<file path="src/rtl/trigger_ctrl.sv">
// trigger_ctrl: coincidence trigger for N_CH discriminator channels.
// Rising edges on distinct channels are collected in a mask during a short
// window; enough distinct channels fire a one-cycle trigger, then the block
// waits for the saver to acknowledge and sits out a fixed dead time.
//
// Handshake with the saver: trigger_o is a single-cycle request. The saver
// answers with a single-cycle event_saved_i pulse, which is only honoured
// in WAIT_SAVE. If no answer arrives within SAVE_TO cycles, the block moves
// on by itself and raises the sticky err_o flag. full_i is a level
// back-pressure: while high, a qualifying coincidence is held, not fired.
//
// Pipeline: hit_i is compared with its previous sample to find rising edges.
// The edge vector is registered before the FSM consumes it. Together with
// the registered trigger_o, this puts the trigger pulse two edges after the
// edge that sampled the qualifying hit.
module trigger_ctrl #(
    parameter int N_CH     = 16,
    parameter int MIN_HITS = 2,
    parameter int WINDOW   = 8,
    parameter int HOLDOFF  = 64,
    parameter int SAVE_TO  = 4096
) (
    input  logic            clk,
    input  logic            rst,
    input  logic [N_CH-1:0] hit_i,
    input  logic            arm_i,
    input  logic            full_i,
    input  logic            event_saved_i,
    output logic            trigger_o,
    output logic            busy_o,
    output logic [N_CH-1:0] hit_mask_o,
    output logic [31:0]     trig_count_o,
    output logic [15:0]     dead_count_o,
    output logic            err_o,
    output logic [2:0]      state_dbg
);

    // One shared down-counter serves the window, save timeout and hold-off.
    localparam int TMR_MAX = (SAVE_TO > HOLDOFF)
                             ? ((SAVE_TO > WINDOW) ? SAVE_TO : WINDOW)
                             : ((HOLDOFF > WINDOW) ? HOLDOFF : WINDOW);
    localparam int TMR_W   = $clog2(TMR_MAX + 1);

    typedef enum logic [2:0] {
        ST_IDLE      = 3'd0,
        ST_ARMED     = 3'd1,
        ST_COINC     = 3'd2,
        ST_FIRE      = 3'd3,
        ST_WAIT_SAVE = 3'd4,
        ST_HOLDOFF   = 3'd5
    } state_t;

    state_t            state;
    state_t            state_n;
    logic [N_CH-1:0]   hit_d;      // previous sample of hit_i
    logic              primed;     // low for the first cycle after reset
    logic [N_CH-1:0]   edge_q;     // registered rising edges
    logic [N_CH-1:0]   mask;       // channels seen in the current window
    logic [N_CH-1:0]   mask_n;
    logic [TMR_W-1:0]  tmr;
    logic [TMR_W-1:0]  tmr_n;
    logic [N_CH-1:0]   cand;       // mask including this cycle's edges
    logic              qual;       // cand holds enough distinct channels
    logic              dead_inc;
    logic              err_set;

    // Count the set bits of a channel vector.
    function automatic int popcount(input logic [N_CH-1:0] v);
        int c;
        c = 0;
        for (int i = 0; i < N_CH; i++) begin
            c += int'(v[i]);
        end
        return c;
    endfunction

    assign state_dbg = state;

    // Edge detection. The first cycle after reset only loads hit_d, so a
    // channel that was already high during reset never looks like an edge.
    always_ff @(posedge clk or negedge rst) begin
        if (!rst) begin
            hit_d  <= '0;
            primed <= 1'b0;
            edge_q <= '0;
        end else begin
            hit_d  <= hit_i;
            primed <= 1'b1;
            edge_q <= primed ? (hit_i & ~hit_d) : '0;
        end
    end

    // State, window mask and shared timer registers.
    always_ff @(posedge clk or negedge rst) begin
        if (!rst) begin
            state <= ST_IDLE;
            mask  <= '0;
            tmr   <= '0;
        end else begin
            state <= state_n;
            mask  <= mask_n;
            tmr   <= tmr_n;
        end
    end

    // Next-state logic, window bookkeeping and event strobes.
    always_comb begin
        state_n  = state;
        mask_n   = mask;
        tmr_n    = tmr;
        dead_inc = 1'b0;
        err_set  = 1'b0;
        cand     = mask | edge_q;
        qual     = (popcount(cand) >= MIN_HITS);

        case (state)
            ST_IDLE: begin
                if (arm_i) begin
                    state_n = ST_ARMED;
                end
            end

            ST_ARMED: begin
                if (!arm_i) begin
                    state_n = ST_IDLE;
                    mask_n  = '0;
                end else if (|edge_q) begin
                    // First edge(s) open a window; simultaneous edges that
                    // already qualify skip straight to FIRE.
                    mask_n = cand;
                    tmr_n  = TMR_W'(WINDOW - 1);
                    if (qual && !full_i) begin
                        state_n = ST_FIRE;
                    end else begin
                        state_n  = ST_COINC;
                        dead_inc = qual;
                    end
                end
            end

            ST_COINC: begin
                if (!arm_i) begin
                    state_n = ST_IDLE;
                    mask_n  = '0;
                end else begin
                    mask_n = cand;
                    if (qual && !full_i) begin
                        state_n = ST_FIRE;
                    end else begin
                        // A qualifying cycle blocked by full_i is a lost event.
                        dead_inc = qual;
                        if (tmr == '0) begin
                            state_n = ST_ARMED;
                            mask_n  = '0;
                        end else begin
                            tmr_n = tmr - TMR_W'(1);
                        end
                    end
                end
            end

            ST_FIRE: begin
                mask_n  = '0;
                state_n = ST_WAIT_SAVE;
                tmr_n   = TMR_W'(SAVE_TO - 1);
            end

            ST_WAIT_SAVE: begin
                dead_inc = |edge_q;
                if (event_saved_i) begin
                    state_n = ST_HOLDOFF;
                    tmr_n   = TMR_W'(HOLDOFF - 1);
                end else if (tmr == '0) begin
                    state_n = ST_HOLDOFF;
                    tmr_n   = TMR_W'(HOLDOFF - 1);
                    err_set = 1'b1;
                end else begin
                    tmr_n = tmr - TMR_W'(1);
                end
            end

            ST_HOLDOFF: begin
                dead_inc = |edge_q;
                if (tmr == '0) begin
                    state_n = arm_i ? ST_ARMED : ST_IDLE;
                end else begin
                    tmr_n = tmr - TMR_W'(1);
                end
            end

            default: begin
                state_n = ST_IDLE;
                mask_n  = '0;
                tmr_n   = '0;
            end
        endcase
    end

    // Registered trigger pulse and busy flag; busy tracks the next state so
    // it is high in exactly the busy states.
    always_ff @(posedge clk or negedge rst) begin
        if (!rst) begin
            trigger_o <= 1'b0;
            busy_o    <= 1'b0;
        end else begin
            trigger_o <= (state == ST_FIRE);
            busy_o    <= (state_n != ST_IDLE) && (state_n != ST_ARMED);
        end
    end

    // Trigger bookkeeping captured as FIRE completes.
    always_ff @(posedge clk or negedge rst) begin
        if (!rst) begin
            hit_mask_o   <= '0;
            trig_count_o <= '0;
        end else if (state == ST_FIRE) begin
            hit_mask_o   <= mask;
            trig_count_o <= trig_count_o + 32'd1;
        end
    end

    // Saturating dead-hit counter and sticky save-timeout flag.
    always_ff @(posedge clk or negedge rst) begin
        if (!rst) begin
            dead_count_o <= '0;
            err_o        <= 1'b0;
        end else begin
            if (dead_inc && (dead_count_o != 16'hFFFF)) begin
                dead_count_o <= dead_count_o + 16'd1;
            end
            if (err_set) begin
                err_o <= 1'b1;
            end
        end
    end

endmodule

</file>
<file path="config.mk">
export PLATFORM = sky130hd
export DESIGN_NAME = trigger_ctrl
export DESIGN_NICKNAME = d
export VERILOG_FILES = /design/src/rtl/trigger_ctrl.sv
export SDC_FILE = /design/constraint.sdc
export NUM_CORES = 1
export LEC_CHECK = 0
export ABC_AREA = 1
export BUFFER_PORTS_ARGS = -buffer_cell sky130_fd_sc_hd__clkbuf_2
export CORE_MARGIN = 2
export CORE_UTILIZATION = 30
export CTS_CLUSTER_DIAMETER = 150
export DETAILED_ROUTE_END_ITERATION = 16
export PLACE_DENSITY = 0.52
export SETUP_SLACK_MARGIN = 0.02
export SYNTH_ARGS = -nofsm -noshare
export SYNTH_HDL_FRONTEND = slang
export SYNTH_SLANG_ARGS = --single-unit
</file>
<file path="constraint.sdc">
create_clock -name clk -period 4.5 [get_ports clk]
set_clock_uncertainty 0.1 [all_clocks]
set_input_delay 0 -clock clk [delete_from_list [all_inputs] [get_ports clk]]
set_output_delay 0 -clock clk [all_outputs]
set_load 0.01 [all_outputs]
</file>
==> flow_summary.yaml <==
sta:
  fmax_mhz: 217
  unrepaired_setup_endpoints_after_global_routing: "true"
  setup_viol: 45
  worst_slew_pin_slew_ns: 1.02
  timing.max_slew.rel_slack: 0.319
  finalHoldViolCount: 0
  slew_viol_final: 0
  period_needed_ns: 4.61
  postLayoutSetupSlackWorst_ns: -0.110
  timing.final.crit_share: 1.02
die:
  placeableCoreArea_um2: 21900
  die_area_um2: 23600
  die-width_um: 154
  initial_utilization: 0.307
  floorplan.io_pins: 91
  fp.dieH_um: 154
  placementRows: 54
clock_network:
  cts_root_buf: "clkbuf_16"
  clk-insertion-delay-late_ns: 0.42
  cts.sink_count: 132
  worst_setup_hold_path_clk_slew_ns: 0.06
  cts_buffers: 17
  htree_num_levels: 4
  ctsLongestPathBuffers: 2
  cts_tree: "yes"
run:
  max_cap_viol_count: 0
global_routing:
  antenna_found_initial: 0
  grt_pass1_wl_mm: 28.0
  gr-total-overflow: 0
  grt_use_total: 0.147
  grt_pass1_vias: 5555
  grt_start_max_net_pins: 108
power_and_ir_drop:
  netSwitchingFraction: 0.380
  p_sw_mw: 1.68
  share_clk_of_total_power: 0.310
  fin_total_pwr_mw: 4.44
  p_seq_frac: 0.330
  internal_power_mw: 2.75
  power.static_leakage_nw: 4.60
  p_comb_frac: 0.359
  worst_ir_drop_vdd_mv: 0.310
  p_per_area_nw_per_um2: 507
finish:
  antenna_cells: 0
  layout_commonest_cell: "nand2_1"
  finish.cell_count_without_fillers: 1278
  layout.cells.most_common_list: "nand2_1, dfrtp_1, inv_1"
  final_layout_size_suffix_gt1_frac: 0.227
  design.final.nets: 1024
  stdcell_area_um2: 8760
  syn_to_final_growth_pct: 30.2
placed_design:
  place_worst_setup_slack_ns: -0.169
  place.detailed.hpwl_mm: 11.6
  place_inst: 1219
  gpl.final_weighted_congestion: 0.834
  placement.cell_area_um2: 7660
  io_buffers: 90
setup_path:
  r2r_end: "mask[9]$_DFFE_PN0P_"
  r2r_setup_slack_ns: -0.11
  critPathLaunchType: "flip-flop"
  critical_path.max_fanout: 6
  reg2reg_depth: 22
  timing.rr.start: "edge_q[11]$_DFF_PN0_"
  endpoint_kind: "flip-flop"
  criticalPathCategory: "flip-flop to flip-flop"
  critical_path.cell_chain: "or2_4 > fa_1 > inv_1 > fa_1 > inv_2 > fa_1 > inv_2 > fa_1 > inv_2 > ha_4 > fa_1 > nor2_1 > nand2_1 > nor2_1 > nand2_2 > nand2_2 > nand2_2 > nand2_4 > clkbuf_16 > nand3_1 > nand2_1 > inv_1"
  crit_path_frequent_cell: "fa_1"
  data_arrival_time_of_the_worst_path_ns: 4.82
  cp_data_required_time_ns: 4.71
  critical-path-max-stage-delay_ns: 0.51
  critical_path.slowest_cell: "fa_1"
drt:
  drt_first_iter_violations: 294
  drt_first_pass_iters: 4
  final_antenna_net_count: 0
  dr_total_vias: 5664
  routed_wirelength_mm: 16.7
  avgRoutedWirePerCell_um: 13.1
  drc: 0
  via_per_inst: 4.43
hold_path:
  worstHoldPathCells: 2
  hold_start: "hit_i[9]"
  holdPathEnd: "hit_d[9]$_DFF_PN0_"
  min_path_type: "input port to flip-flop"
synth:
  post_syn_area_um2: 6730
  synth.ff_latch_count: 132
  yosys.area.top_type_share: 0.491
  synth-edff-count: 0
  synth.area.top_cells: "dfrtp_1, nand2_1, inv_1"
  synthArstFlopShare: 1.00
  yosys_most_used_dff: "dfrtp_1"
  synth_fp_nets: 880
  synthesis.area_per_instance_um2: 8.00
  synth_sequential_area_ratio: 0.491
  netlist-cell-type-count: 35
  synth.yosys.warnings: 0
  synth_cells: 841
  cell_taking_the_most_area_after_synthesis: "dfrtp_1"
status:
  violations: "negative setup slack"
  outcome: "finished, violations left"
==> layout make-up <==
cell class              count  area [um2]
fillers                  2280       13100
flip-flops and latches    132        3300
multi-input cells         585        3120
repair buffers            139         986
clock buffers              18         439
inverters                 110         413
well taps                 280         350
clock inverters            14         143
==> critical path, delay by kind of cell, from the launching register on <==
| family | cells | cell delay (ns) |
|---|---|---|
| AND/OR/NAND/NOR | 10 | 1.05 |
| buffers and inverters | 6 | 0.38 |
| flip-flops | 1 | 0.39 |
| adder cells (fa/ha/maj) | 6 | 2.57 |
==> what timing repair did <==
| item | CTS | global route |
|---|---|---|
| endpoints found under the setup margin | 48 | 48 |
| pin swaps | 21 | 34 |
| gates resized for setup | 35 | 28 |
| hold endpoints to repair | 143 | 0 |
| hold buffers | 20 | 0 |
| setup buffers | 2 | 2 |
| cloned | 2 | 2 |
==> how the worst max path moves through the flow <==
stage | start | to | slack, ns
4_1_cts | mask[11]$_DFFE_PN0P_ | mask[10]$_DFFE_PN0P_ | -0.16
3_5_place_dp | mask[1]$_DFFE_PN0P_ | mask[10]$_DFFE_PN0P_ | -0.17
5_1_grt | edge_q[11]$_DFF_PN0_ | mask[3]$_DFFE_PN0P_ | -0.27
6_report | edge_q[11]$_DFF_PN0_ | mask[9]$_DFFE_PN0P_ | -0.11
2_1_floorplan | mask[7]$_DFFE_PN0P_ | busy_o$_DFF_PN0_ | 0.04
3_3_place_gp | edge_q[11]$_DFF_PN0_ | mask[3]$_DFFE_PN0P_ | -0.13
==> sequential cells by signal, indices dropped and copies added (netlist names), 3 cells and up <==
signal        flops
trig_count_o     32
hit_mask_o       16
dead_count_o     16
state_dbg         3
tmr              13
edge_q           16
mask             16
hit_d            16
==> cell usage after synthesis, types with 2 or more instances <==
cell / count
a21oi_1: 3
or2_2: 9
nand3b_1: 3
nand2_2: 5
nor2_2: 6
o21ai_1: 11
nand4_1: 12
ha_1: 8
nor2_4: 4
xor2_1: 31
nand3_1: 56
buf_1: 2
buf_2: 3
nand2_1: 283
nor3_1: 21
clkbuf_1: 5
o21ai_0: 16
inv_1: 108
fa_1: 10
dfrtp_1: 132
buf_4: 4
nor2_1: 85
xnor2_1: 12
==> metrics by stage <==
stage	setup TNS (ns)	utilization	hold WS (ns)
2_1_floorplan	0	-	-0.396
3_3_place_gp	-3.97	0.350	0.0247
3_5_place_dp	-4.97	0.350	0.0279
4_1_cts	-3.92	0.393	0.116
5_1_grt	-10.91	0.400	0.117
6_report	-2.38	0.400	0.141
==> cells by family (layout without fill, tap and decap cells) <==
kind of cell / count (synthesis) / in the layout / share of synthesized area
other: 1 / 1 / 0.000558
flip-flops: 132 / 132 / 0.491
XOR/XNOR: 43 / 43 / 0.0560
adder cells (fa/ha/maj): 18 / 18 / 0.0447
buffers and inverters: 124 / 281 / 0.0720
AND/OR/NAND/NOR: 491 / 491 / 0.311
AO/OA/AOI/OAI: 32 / 32 / 0.0244
==> layer usage <==
layer  share of wire  global-route usage  vias to the layer above  wire length, um
li1                -                   -                     2879                -
met1            0.48               0.194                     2648             8000
met2            0.47               0.241                      119             7810
met3           0.039              0.0330                       18              648
met4           0.016              0.0481                        0              263
met5               0                   0                        -                0
==> power groups by stage <==
stage / logic, mW / clock network, mW / registers (mW)
final: 1.59 / 1.38 / 1.46
after global routing: 1.80 / 1.48 / 1.49
after CTS: 1.49 / 1.41 / 1.47
after detailed placement: 1.32 / 0 / 1.49
after global placement: 1.31 / 0 / 1.48
after floorplan: 0.918 / 0 / 1.49
Note: power is estimated with default switching activity, not from simulation.
